[src/rtl/counter_arbiter_pkg.sv]
// Shared types and constants for the two-requester counter arbiter.
package counter_arbiter_pkg;

    // Arbiter FSM states
    typedef enum logic [1:0] {
        ST_IDLE = 2'd0,
        ST_RUN  = 2'd1,
        ST_DONE = 2'd2
    } state_e;

    localparam int CW_DEFAULT = 4;
    localparam int NUM_REQ    = 2;

    // Turn a requester index into its one-hot grant/done vector
    function automatic logic [NUM_REQ-1:0] idx_to_onehot(input logic idx);
        logic [NUM_REQ-1:0] vec;
        if (idx) begin
            vec = 2'b10;
        end else begin
            vec = 2'b01;
        end
        return vec;
    endfunction

    // Round-robin pick: on a tie the requester named by prio wins,
    // otherwise the single active requester wins.
    function automatic logic rr_pick(input logic [NUM_REQ-1:0] req, input logic prio);
        logic win;
        if (req == 2'b11) begin
            win = prio;
        end else if (req[1]) begin
            win = 1'b1;
        end else begin
            win = 1'b0;
        end
        return win;
    endfunction

endpackage

[src/rtl/counter_arbiter_counter.sv]
// Shared run-length counter: clear has priority over enable, never wraps.
module arb_counter
    import counter_arbiter_pkg::*;
#(
    parameter int CW = CW_DEFAULT
) (
    input  logic          clk,
    input  logic          reset,
    input  logic          clr,
    input  logic          en,
    output logic [CW-1:0] count
);

    logic [CW-1:0] count_d;
    logic [CW-1:0] count_q;

    // Next-count selection: clear, increment (saturating at all-ones), or hold
    always_comb begin
        count_d = count_q;
        if (clr) begin
            count_d = '0;
        end else if (en && (count_q != {CW{1'b1}})) begin
            count_d = count_q + {{(CW-1){1'b0}}, 1'b1};
        end else begin
            count_d = count_q;
        end
    end

    // Counter register with synchronous active-low reset
    always_ff @(posedge clk) begin
        if (!reset) begin
            count_q <= '0;
        end else begin
            count_q <= count_d;
        end
    end

    assign count = count_q;

endmodule

[src/rtl/counter_arbiter.sv]
// Two-requester round-robin arbiter that grants one shared counter run
// of a requester-supplied length and pulses done back to the owner.
module counter_arbiter
    import counter_arbiter_pkg::*;
#(
    parameter int CW = CW_DEFAULT
) (
    input  logic          clk,
    input  logic          reset,
    input  logic [1:0]    req,
    input  logic [CW-1:0] len0,
    input  logic [CW-1:0] len1,
    output logic [1:0]    gnt,
    output logic          busy,
    output logic [CW-1:0] count,
    output logic [1:0]    done
);

    state_e        state_q, state_d;
    logic [1:0]    gnt_q, gnt_d;
    logic [1:0]    done_q, done_d;
    logic          busy_q, busy_d;
    logic [CW-1:0] len_q, len_d;
    logic          owner_q, owner_d;
    logic          prio_q, prio_d;

    logic          win_s;
    logic          cnt_clr_s;
    logic          cnt_en_s;
    logic [CW-1:0] count_s;

    arb_counter #(.CW(CW)) u_counter (
        .clk   (clk),
        .reset (reset),
        .clr   (cnt_clr_s),
        .en    (cnt_en_s),
        .count (count_s)
    );

    // FSM next-state, arbitration and registered-output next values
    always_comb begin
        state_d   = state_q;
        gnt_d     = gnt_q;
        done_d    = 2'b00;
        busy_d    = busy_q;
        len_d     = len_q;
        owner_d   = owner_q;
        prio_d    = prio_q;
        cnt_clr_s = 1'b0;
        cnt_en_s  = 1'b0;
        win_s     = rr_pick(req, prio_q);
        case (state_q)
            ST_IDLE: begin
                if (req != 2'b00) begin
                    state_d   = ST_RUN;
                    gnt_d     = idx_to_onehot(win_s);
                    busy_d    = 1'b1;
                    len_d     = win_s ? len1 : len0;
                    owner_d   = win_s;
                    // The winner drops to lowest priority for the next tie
                    prio_d    = ~win_s;
                    cnt_clr_s = 1'b1;
                end else begin
                    gnt_d  = 2'b00;
                    busy_d = 1'b0;
                end
            end
            ST_RUN: begin
                if (count_s != len_q) begin
                    cnt_en_s = 1'b1;
                end else begin
                    state_d = ST_DONE;
                    gnt_d   = 2'b00;
                    done_d  = idx_to_onehot(owner_q);
                end
            end
            ST_DONE: begin
                // Count is cleared on the way out so IDLE always shows zero
                state_d   = ST_IDLE;
                gnt_d     = 2'b00;
                busy_d    = 1'b0;
                cnt_clr_s = 1'b1;
            end
            default: begin
                state_d   = ST_IDLE;
                gnt_d     = 2'b00;
                busy_d    = 1'b0;
                cnt_clr_s = 1'b1;
            end
        endcase
    end

    // FSM state and registered outputs, synchronous active-low reset
    always_ff @(posedge clk) begin
        if (!reset) begin
            state_q <= ST_IDLE;
            gnt_q   <= 2'b00;
            done_q  <= 2'b00;
            busy_q  <= 1'b0;
            len_q   <= '0;
            owner_q <= 1'b0;
            prio_q  <= 1'b0;
        end else begin
            state_q <= state_d;
            gnt_q   <= gnt_d;
            done_q  <= done_d;
            busy_q  <= busy_d;
            len_q   <= len_d;
            owner_q <= owner_d;
            prio_q  <= prio_d;
        end
    end

    assign gnt   = gnt_q;
    assign done  = done_q;
    assign busy  = busy_q;
    assign count = count_s;

endmodule

[config.mk]
export PLATFORM = sky130hd
export DESIGN_NAME = counter_arbiter
export DESIGN_NICKNAME = d
export VERILOG_FILES = /design/src/rtl/counter_arbiter_pkg.sv /design/src/rtl/counter_arbiter_counter.sv /design/src/rtl/counter_arbiter.sv
export SDC_FILE = /design/constraint.sdc
export NUM_CORES = 1
export LEC_CHECK = 0
export CORE_MARGIN = 5
export CORE_UTILIZATION = 40
export DETAILED_ROUTE_END_ITERATION = 10
export PLACE_DENSITY = 0.72
export SLEW_MARGIN = 20
export SYNTH_ARGS = -nofsm -noshare
export SYNTH_HDL_FRONTEND = slang
export SYNTH_SLANG_ARGS = --single-unit
[constraint.sdc]
create_clock -name clk -period 1.38 [get_ports clk]
set_input_delay 0.276 -clock clk [delete_from_list [all_inputs] [get_ports clk]]
set_output_delay 0.276 -clock clk [all_outputs]
set_load 0.01 [all_outputs]
### Yosys cells after proc, flatten, opt, wreduce, memory -nomap -nowiden

Index checks and enable logic that the tools add are counted.

* bits in registers: 17
* output and inout bits: 9
* word-level logic and storage cells: 41

* $add $sub $neg: 1
* equal/unequal tests: 6
* multiplexer cells: 16
* bitwise gates (word level): 3
* reduce and logical (&&, ||, !) cells: 7

Operators with widths (number)
* 2-to-1 mux 2 bit: 6
* one-hot mux 2 bit (2 select lines): 2
* 2-to-1 mux 1 bit: 5
* adder 4 x 1 -> 4 bit, second input constant: 1
* 2-to-1 mux 4 bit: 1
* inequality test 2 bit, second input constant: 2
* inequality test 4 bit: 1
* inequality test 4 bit, second input constant: 1
* one-hot mux 1 bit (2 select lines): 2
* AND reduction 2 bit: 2
* NOT 1 bit: 3
* OR reduction 3 bit: 1
* == test 2 x 1 -> 1 bit, second input constant: 1
* == test 2 bit, second input constant: 1
* zero test 2 bit: 1
* nonzero test 2 bit: 1
* OR reduction 2 bit: 1
* logical AND 1 bit: 1

### Logic depth before layout (Yosys ltp)

Gate-level depths: netlist of run 1.

* word-level depth: 5
* mapped depth: 5
* gate-level depth less buffers: 4

### Cells and area by module

A second synthesis of run 1 with hierarchy kept.

* cell total of the unflattened synthesis: 85
* area total of the unflattened synthesis: 810.8 sq um

Modules (own cells, without submodules)
* counter_arbiter: times used 1, cells each 64, area an instance 619.3 sq um, sequential area each 260.2 sq um
* arb_counter: times used 1, cells each 21, area an instance 191.4 sq um, sequential area each 80.1 sq um

### Worst setup path after synthesis of run 1

Ideal clock, no wire load.

* path kind: reg-to-reg
* start: register u_counter.count_q[1] (netlist: u_counter.count[1])
* end: register u_counter.count_q[3] (netlist: u_counter.count[3])
* library setup time: 0.101 ns
* arrival: 1.426 ns
* data required time: 1.279 ns
* setup slack: -0.147 ns
* cell stages (with the launch flop): 5
* buffers on the path: 0
* cells stage by stage: dfxtp_1 xor2_1 o41ai_2 o311ai_0 o41ai_1

* longest elaborated chain between the ends: 4

RTL lines
* from (decl): line counter_arbiter_counter.sv:15 `logic [CW-1:0] count_q;`
* from (signal assigned): line counter_arbiter_counter.sv:34 `count_q <= count_d;`
* inequality test 4 bit: line counter_arbiter.sv:69 `if (count_s != len_q) begin`
* 2-to-1 mux 1 bit: line counter_arbiter.sv:69
* 2-to-1 mux 1 bit: line counter_arbiter.sv:52 `case (state_q)`
* logical AND 1 bit: line counter_arbiter_counter.sv:22 `end else if (en && (count_q != {CW{1'b1}})) begin`

Parallel ways exist; a longest one is shown, timed or not.
A chain may end at the register's enable or synchronous reset.

### Worst setup path after layout of run 1

* start: register u_counter.count_q[0] (netlist: u_counter.count[0])
* end: register u_counter.count_q[2] (netlist: u_counter.count[2])

Same word-level chain as after synthesis.

==> reports/results.ini, run 1 <==
[sta]
finalHoldViolations = 0
finalWorstSetupSlack_ns = -0.0699
finalSetupTns_ns = -0.198
rsz0062_at_grt = true
min_period_ns = 1.45
final_max_slew_viol_count = 0
max_freq_mhz = 690
finalClockSkew_ns = 0.00231
finalSetupViolCount = 4
maxSlewHeadroom = 0.758
tightest_slew_ns = 0.362
fin_crit_sh = 1.05

[global_routing]
grt_pass1_wl_mm = 3.11
grt_max_degree = 11
grt_antenna_before_repair = 0
gr-total-overflow = 0
track_usage = 0.152
first_global_vias = 712

[critical_path]
worstPathMaxFanout = 6
end_kind = register
reg2reg_from = u_counter.count[0]$_SDFFE_PP0P_
critPathKind = reg2reg
cp.required_ns = 1.57
cp.arrival_ns = 1.64
rrSetupSlack_ns = -0.07
worstSetupStartpointType = register
reg2reg_depth = 4
timing.rr.end = u_counter.count[2]$_SDFFE_PP0P_

[cells_and_area]
layout_commonest_cell = buf_4
fillers = 134
final_core_util = 0.718
nets = 137
diodes = 0
stdcell_count = 148
final_layout_size_suffix_gt1_frac = 0.350
layout_common_cells = buf_4 (21), clkdlybuf4s50_1 (11), dfxtp_1 (9)
area_delta_synth_final_pct = 69.9

[routing]
wire_per_inst_microns = 12.3
via_per_inst = 4.94
drc = 0
drt_iter0_drc = 7
vias = 731
drt_pass1_iterations = 2
ant_nets = 0
wl_mm = 1.82

[yosys]
synth_edf_count = 0
syn_area_sq_um = 737
synthFlopType = dfxtp_1
synth-seq-cells = 17
ys_warn_count = 0
synth_area_per_cell_sq_um = 9.33
mappedNetlistNets = 92
synth_cell_type_count = 32
synthCells = 79
ys_seq_area_frac = 0.462
synth-async-reset-ratio = 0

[power_and_ir_drop]
internal_power_mw = 0.841
power_frac_comb = 0.298
p_leak_nw = 0.563
clock_power_share = 0.220
power_frac_seq = 0.482
power.switching_mw = 0.363
power_mw = 1.20
peakVddDrop_mv = 0.725
switching_share = 0.301
power_density_mw_per_mm2 = 961

[outcome]
status = finished with violations
violations = setup timing

[placed_design]
io_buffers = 20
gp_congestion = 0.848
place_inst = 143
hpwl_mm = 1.43

[clock_network]
cts_hold_buf = 0
clkLatencyLatePin_ns = 0.29
clock_sinks = 17
clk_pin_slew_ns = 0.10
cts_max_level = 1
cts_tree = yes
clk_path_buf_depth = 2
cts_root_buf = clkbuf_4
cts_buffers = 3

[worst_hold_path]
hold_path_startpoint = owner_q$_SDFFE_PN0P_
holdPathStages = 1
holdPathEnd = done[0]$_SDFF_PP0_
hold_class = reg2reg

[flow_run]
cap_violations = 0

[floorplanning]
die_y_microns = 52.9
die_area_sq_mm = 0.00280
die_w_microns = 52.9
start_util = 0.422
num_io_pins = 21
row_count = 15
core_region_area_sq_mm = 0.00175

## cell type report
class	count	area, sq um	share of cell area
clock inverter	1	5.00	0.00400
tap	25	31.3	0.0250
sequential	17	360	0.288
clock buffer	3	22.5	0.0180
inverter	2	7.51	0.00599
timing repair buffer	41	349	0.279
multi-input combinational	59	477	0.381
## power by group through the flow
stage | logic, mW | clock network (mW) | registers (mW)
5_1_grt | 0.392 | 0.295 | 0.588
2_1_floorplan | 0.158 | 0 | 0.583
3_3_place_gp | 0.338 | 0 | 0.578
3_5_place_dp | 0.343 | 0 | 0.580
6_report | 0.359 | 0.264 | 0.580
4_1_cts | 0.357 | 0.276 | 0.580
## per-stage QoR
stage | worst slack (ns) | hold WS (ns) | instance area (sq um)
global placement | -0.128 | 0.427 | 1170
floorplan | -0.0131 | 0.406 | 793
global route | -0.160 | 0.495 | 1250
finish | -0.0699 | 0.450 | 1250
CTS | -0.0625 | 0.451 | 1240
detailed placement | -0.172 | 0.436 | 1170
## flip-flops by register name, summed over array words and instances (netlist names)
signal           count
u_counter.count      4
state_q              2
len_q                4
busy                 1
owner_q              1
gnt                  2
done                 2
prio_q               1
## cell usage after synthesis (2+ instances only)
cell,count,area share
dfxtp_1,17,0.46
nand2_1,8,0.041
a21oi_1,7,0.048
o21ai_0,6,0.041
xor2_1,4,0.048
mux2i_1,3,0.041
nor2_1,3,0.015
and3_1,2,0.017
inv_1,2,0.010
nand3_1,2,0.014
nor2b_1,2,0.017
o211a_1,2,0.027
o21ai_1,2,0.014
## kinds of logic (layout without fill, tap and decap cells)
group,count (synthesis),in the layout,synth area share
AOI/OAI and AO/OA,26,26,0.234
xor gates and xnor gates,4,4,0.0475
adders and majority gates,1,1,0.0170
muxes,3,3,0.0407
and+or+nand+nor,25,25,0.183
DFF,17,17,0.462
buffers and inverters,3,47,0.0153
## worst max-delay path, stage by stage, from the launching register on
cell	delay (ns)
dfxtp_4	0.43
xor2_4	0.19
nor4_2	0.09
or4b_1	0.50
o211a_1	0.14
## worst max-delay path by stage
stage,from,end,slack [ns],cells after the start
floorplan,u_counter.count[1]$_SDFFE_PP0P_,u_counter.count[2]$_SDFFE_PP0P_,-0.01,4
global placement,req[1],u_counter.count[1]$_SDFFE_PP0P_,-0.13,5
CTS,u_counter.count[1]$_SDFFE_PP0P_,u_counter.count[2]$_SDFFE_PP0P_,-0.06,4
finish,u_counter.count[0]$_SDFFE_PP0P_,u_counter.count[2]$_SDFFE_PP0P_,-0.07,4
global route,len_q[1]$_SDFFE_PN0P_,u_counter.count[1]$_SDFFE_PP0P_,-0.16,5
detailed placement,req[1],u_counter.count[1]$_SDFFE_PP0P_,-0.17,5
## what timing repair did
item | CTS | global route
resized for setup | 18 | 4
setup endpoints to repair | 19 | 11
setup buffers | 1 | 0
pin swaps | 6 | 0
## layer usage
| layer | up-vias | track usage | part of all wire |
|---|---|---|---|
| met5 | - | 0 | 0 |
| met1 | 332 | 0.170 | 0.45 |
| li1 | 383 | - | - |
| met3 | 2 | 0.0394 | 0.043 |
| met2 | 14 | 0.269 | 0.50 |
| met4 | 0 | 0.0638 | 0.0077 |
Note: power is estimated with default switching activity, not from simulation.
==> inputs of run 2 (changes only) <==
--- a/config.mk
+++ b/config.mk
@@ -8,7 +8,7 @@
 export CORE_MARGIN = 5
 export CORE_UTILIZATION = 40
 export DETAILED_ROUTE_END_ITERATION = 10
-export PLACE_DENSITY = 0.72
+export PLACE_DENSITY = 0.69
 export SLEW_MARGIN = 20
 export SYNTH_ARGS = -nofsm -noshare
 export SYNTH_HDL_FRONTEND = slang
==> constraint.sdc (replaced) <==
create_clock -name clk -period 1.85 [get_ports clk]
set_input_delay 0.37 -clock clk [delete_from_list [all_inputs] [get_ports clk]]
set_output_delay 0.37 -clock clk [all_outputs]
set_load 0.01 [all_outputs]
==> reports/results.ini, run 2 (synthesized netlist as in run 1, its figures left out) <==
[floorplanning]
core_region_area_sq_mm = 0.00175
die_y_microns = 52.9
die_w_microns = 52.9
num_io_pins = 21
row_count = 15
die_area_sq_mm = 0.00280
start_util = 0.422

[critical_path]
critical_path.top_delay_family = buffers and inverters
critPathSlowestCell = clkdlybuf4s50_1
cp.depth = 1
critPathKind = reg2out
cpPeakStageDelay_ns = 0.58
cp.required_ns = 1.48
worstSetupStartpointType = register
crit_chain = clkdlybuf4s50_1
critical_path_buf_inv_count = 1
worstPathMaxFanout = 6
rrSetupSlack_ns = 0.28
cp.arrival_ns = 1.31
reg2reg_depth = 4
end_kind = output pin

[routing]
vias = 670
wl_met1_microns = 715
via_per_inst = 5.08
wl_met2_microns = 731
drc = 0
ant_nets = 0
wl_mm = 1.58
wire_per_inst_microns = 12.0
top_layer = met4
drt_iter0_drc = 10
drt_pass1_iterations = 4
wl_met3_microns = 101

[clock_network]
clock_sinks = 17
cts_tree = yes
clkLatencyLatePin_ns = 0.30
clk_path_buf_depth = 2
cts_setup_buffers = 0
cts_max_level = 1
cts_buffers = 3
cts_hold_buf = 0
cts_root_buf = clkbuf_4
cts_resized = 0
clk_pin_slew_ns = 0.10

[global_routing]
gr-total-overflow = 0
track_usage = 0.135
grt_antenna_before_repair = 0
grt_pass1_wl_mm = 2.69
grt_max_degree = 11
first_global_vias = 630

[power_and_ir_drop]
p_leak_nw = 0.442
power_frac_seq = 0.514
peakVddDrop_mv = 0.709
switching_share = 0.296
power_density_mw_per_mm2 = 807
power_frac_comb = 0.241
clock_power_share = 0.245
internal_power_mw = 0.585
power.switching_mw = 0.246

[cells_and_area]
fillers = 164
layout_common_cells = clkdlybuf4s50_1 (20), dfxtp_1 (17), nand2_1 (8)
nets = 121
area_delta_synth_final_pct = 39.7
final_core_util = 0.590
final_layout_size_suffix_gt1_frac = 0.103
diodes = 0
layout_commonest_cell = clkdlybuf4s50_1

[flow_run]
cap_violations = 0

[sta]
max_freq_mhz = 594
tightest_slew_ns = 0.444
finalSetupViolCount = 0
fin_crit_sh = 0.909
finalWorstSetupSlack_ns = 0.168
finalHoldViolations = 0
final_max_slew_viol_count = 0
finalSetupTns_ns = 0
maxSlewHeadroom = 0.701
finalClockSkew_ns = 0.00567
min_period_ns = 1.68
rsz0062_at_grt = false

[outcome]
status = complete, no violations

[placed_design]
hpwl_mm = 1.25
io_buffers = 20
gp_congestion = 0.822
dpl_worst_slack_ns = 0.167

[worst_hold_path]
hold_class = reg2reg
holdPathStages = 1

run 2: changes by cell type in the layout (fill, tap and decap cells not counted), moves of 2 or more:
| cell | delta |
|---|---|
| buf_4 | -16 |
| dfxtp_2 | -4 |
| dfxtp_1 | +8 |
| dfxtp_4 | -4 |
| xor2_1 | +4 |
| xor2_4 | -2 |
| xor2_2 | -2 |
| clkdlybuf4s15_1 | -2 |
| clkdlybuf4s50_1 | +9 |
| dlygate4sd2_1 | -7 |
run 2: routing by layer:
metal	track usage	vias up
met5	0	-
met4	0.0638	0
met3	0.0592	4
met2	0.215	18
met1	0.153	297
li1	-	351
run 2: worst paths after layout:
check | startpoint | to
min reg2reg | owner_q$_SDFFE_PN0P_ | done[0]$_SDFF_PP0_
min | owner_q$_SDFFE_PN0P_ | done[0]$_SDFF_PP0_
max | u_counter.count[0]$_SDFFE_PP0P_ | count[0]
max reg2reg | u_counter.count[0]$_SDFFE_PP0P_ | u_counter.count[2]$_SDFFE_PP0P_
run 2: final cells by class:
type	instances	area (sq um)	share of cell area
Clock buffer	3	22.5	0.0219
Clock inverter	1	5.00	0.00486
Inverter	2	7.51	0.00729
Multi-Input combinational cell	59	385	0.374
Sequential cell	17	340	0.330
Tap cell	25	31.3	0.0304
Timing Repair Buffer	25	238	0.231
run 2: stage by stage:
step                hold slack [ns]  instances  power, mW  instance area, sq um
floorplan                     0.406         79      0.539                   737
global placement              0.424        128      0.631                  1000
detailed placement            0.445        128      0.635                  1000
CTS                           0.472        132      0.840                  1030
global route                  0.501        132      0.877                  1030
finish                        0.462        132      0.831                  1030
run 2: power groups by stage:
stage                     clock [mW]  sequential [mW]  combinational [mW]
after floorplan                    0            0.435               0.104
after detailed placement           0            0.435               0.200
after global routing           0.226            0.432               0.220
after global placement             0            0.434               0.197
final                          0.204            0.427               0.200
after CTS                      0.213            0.427               0.201
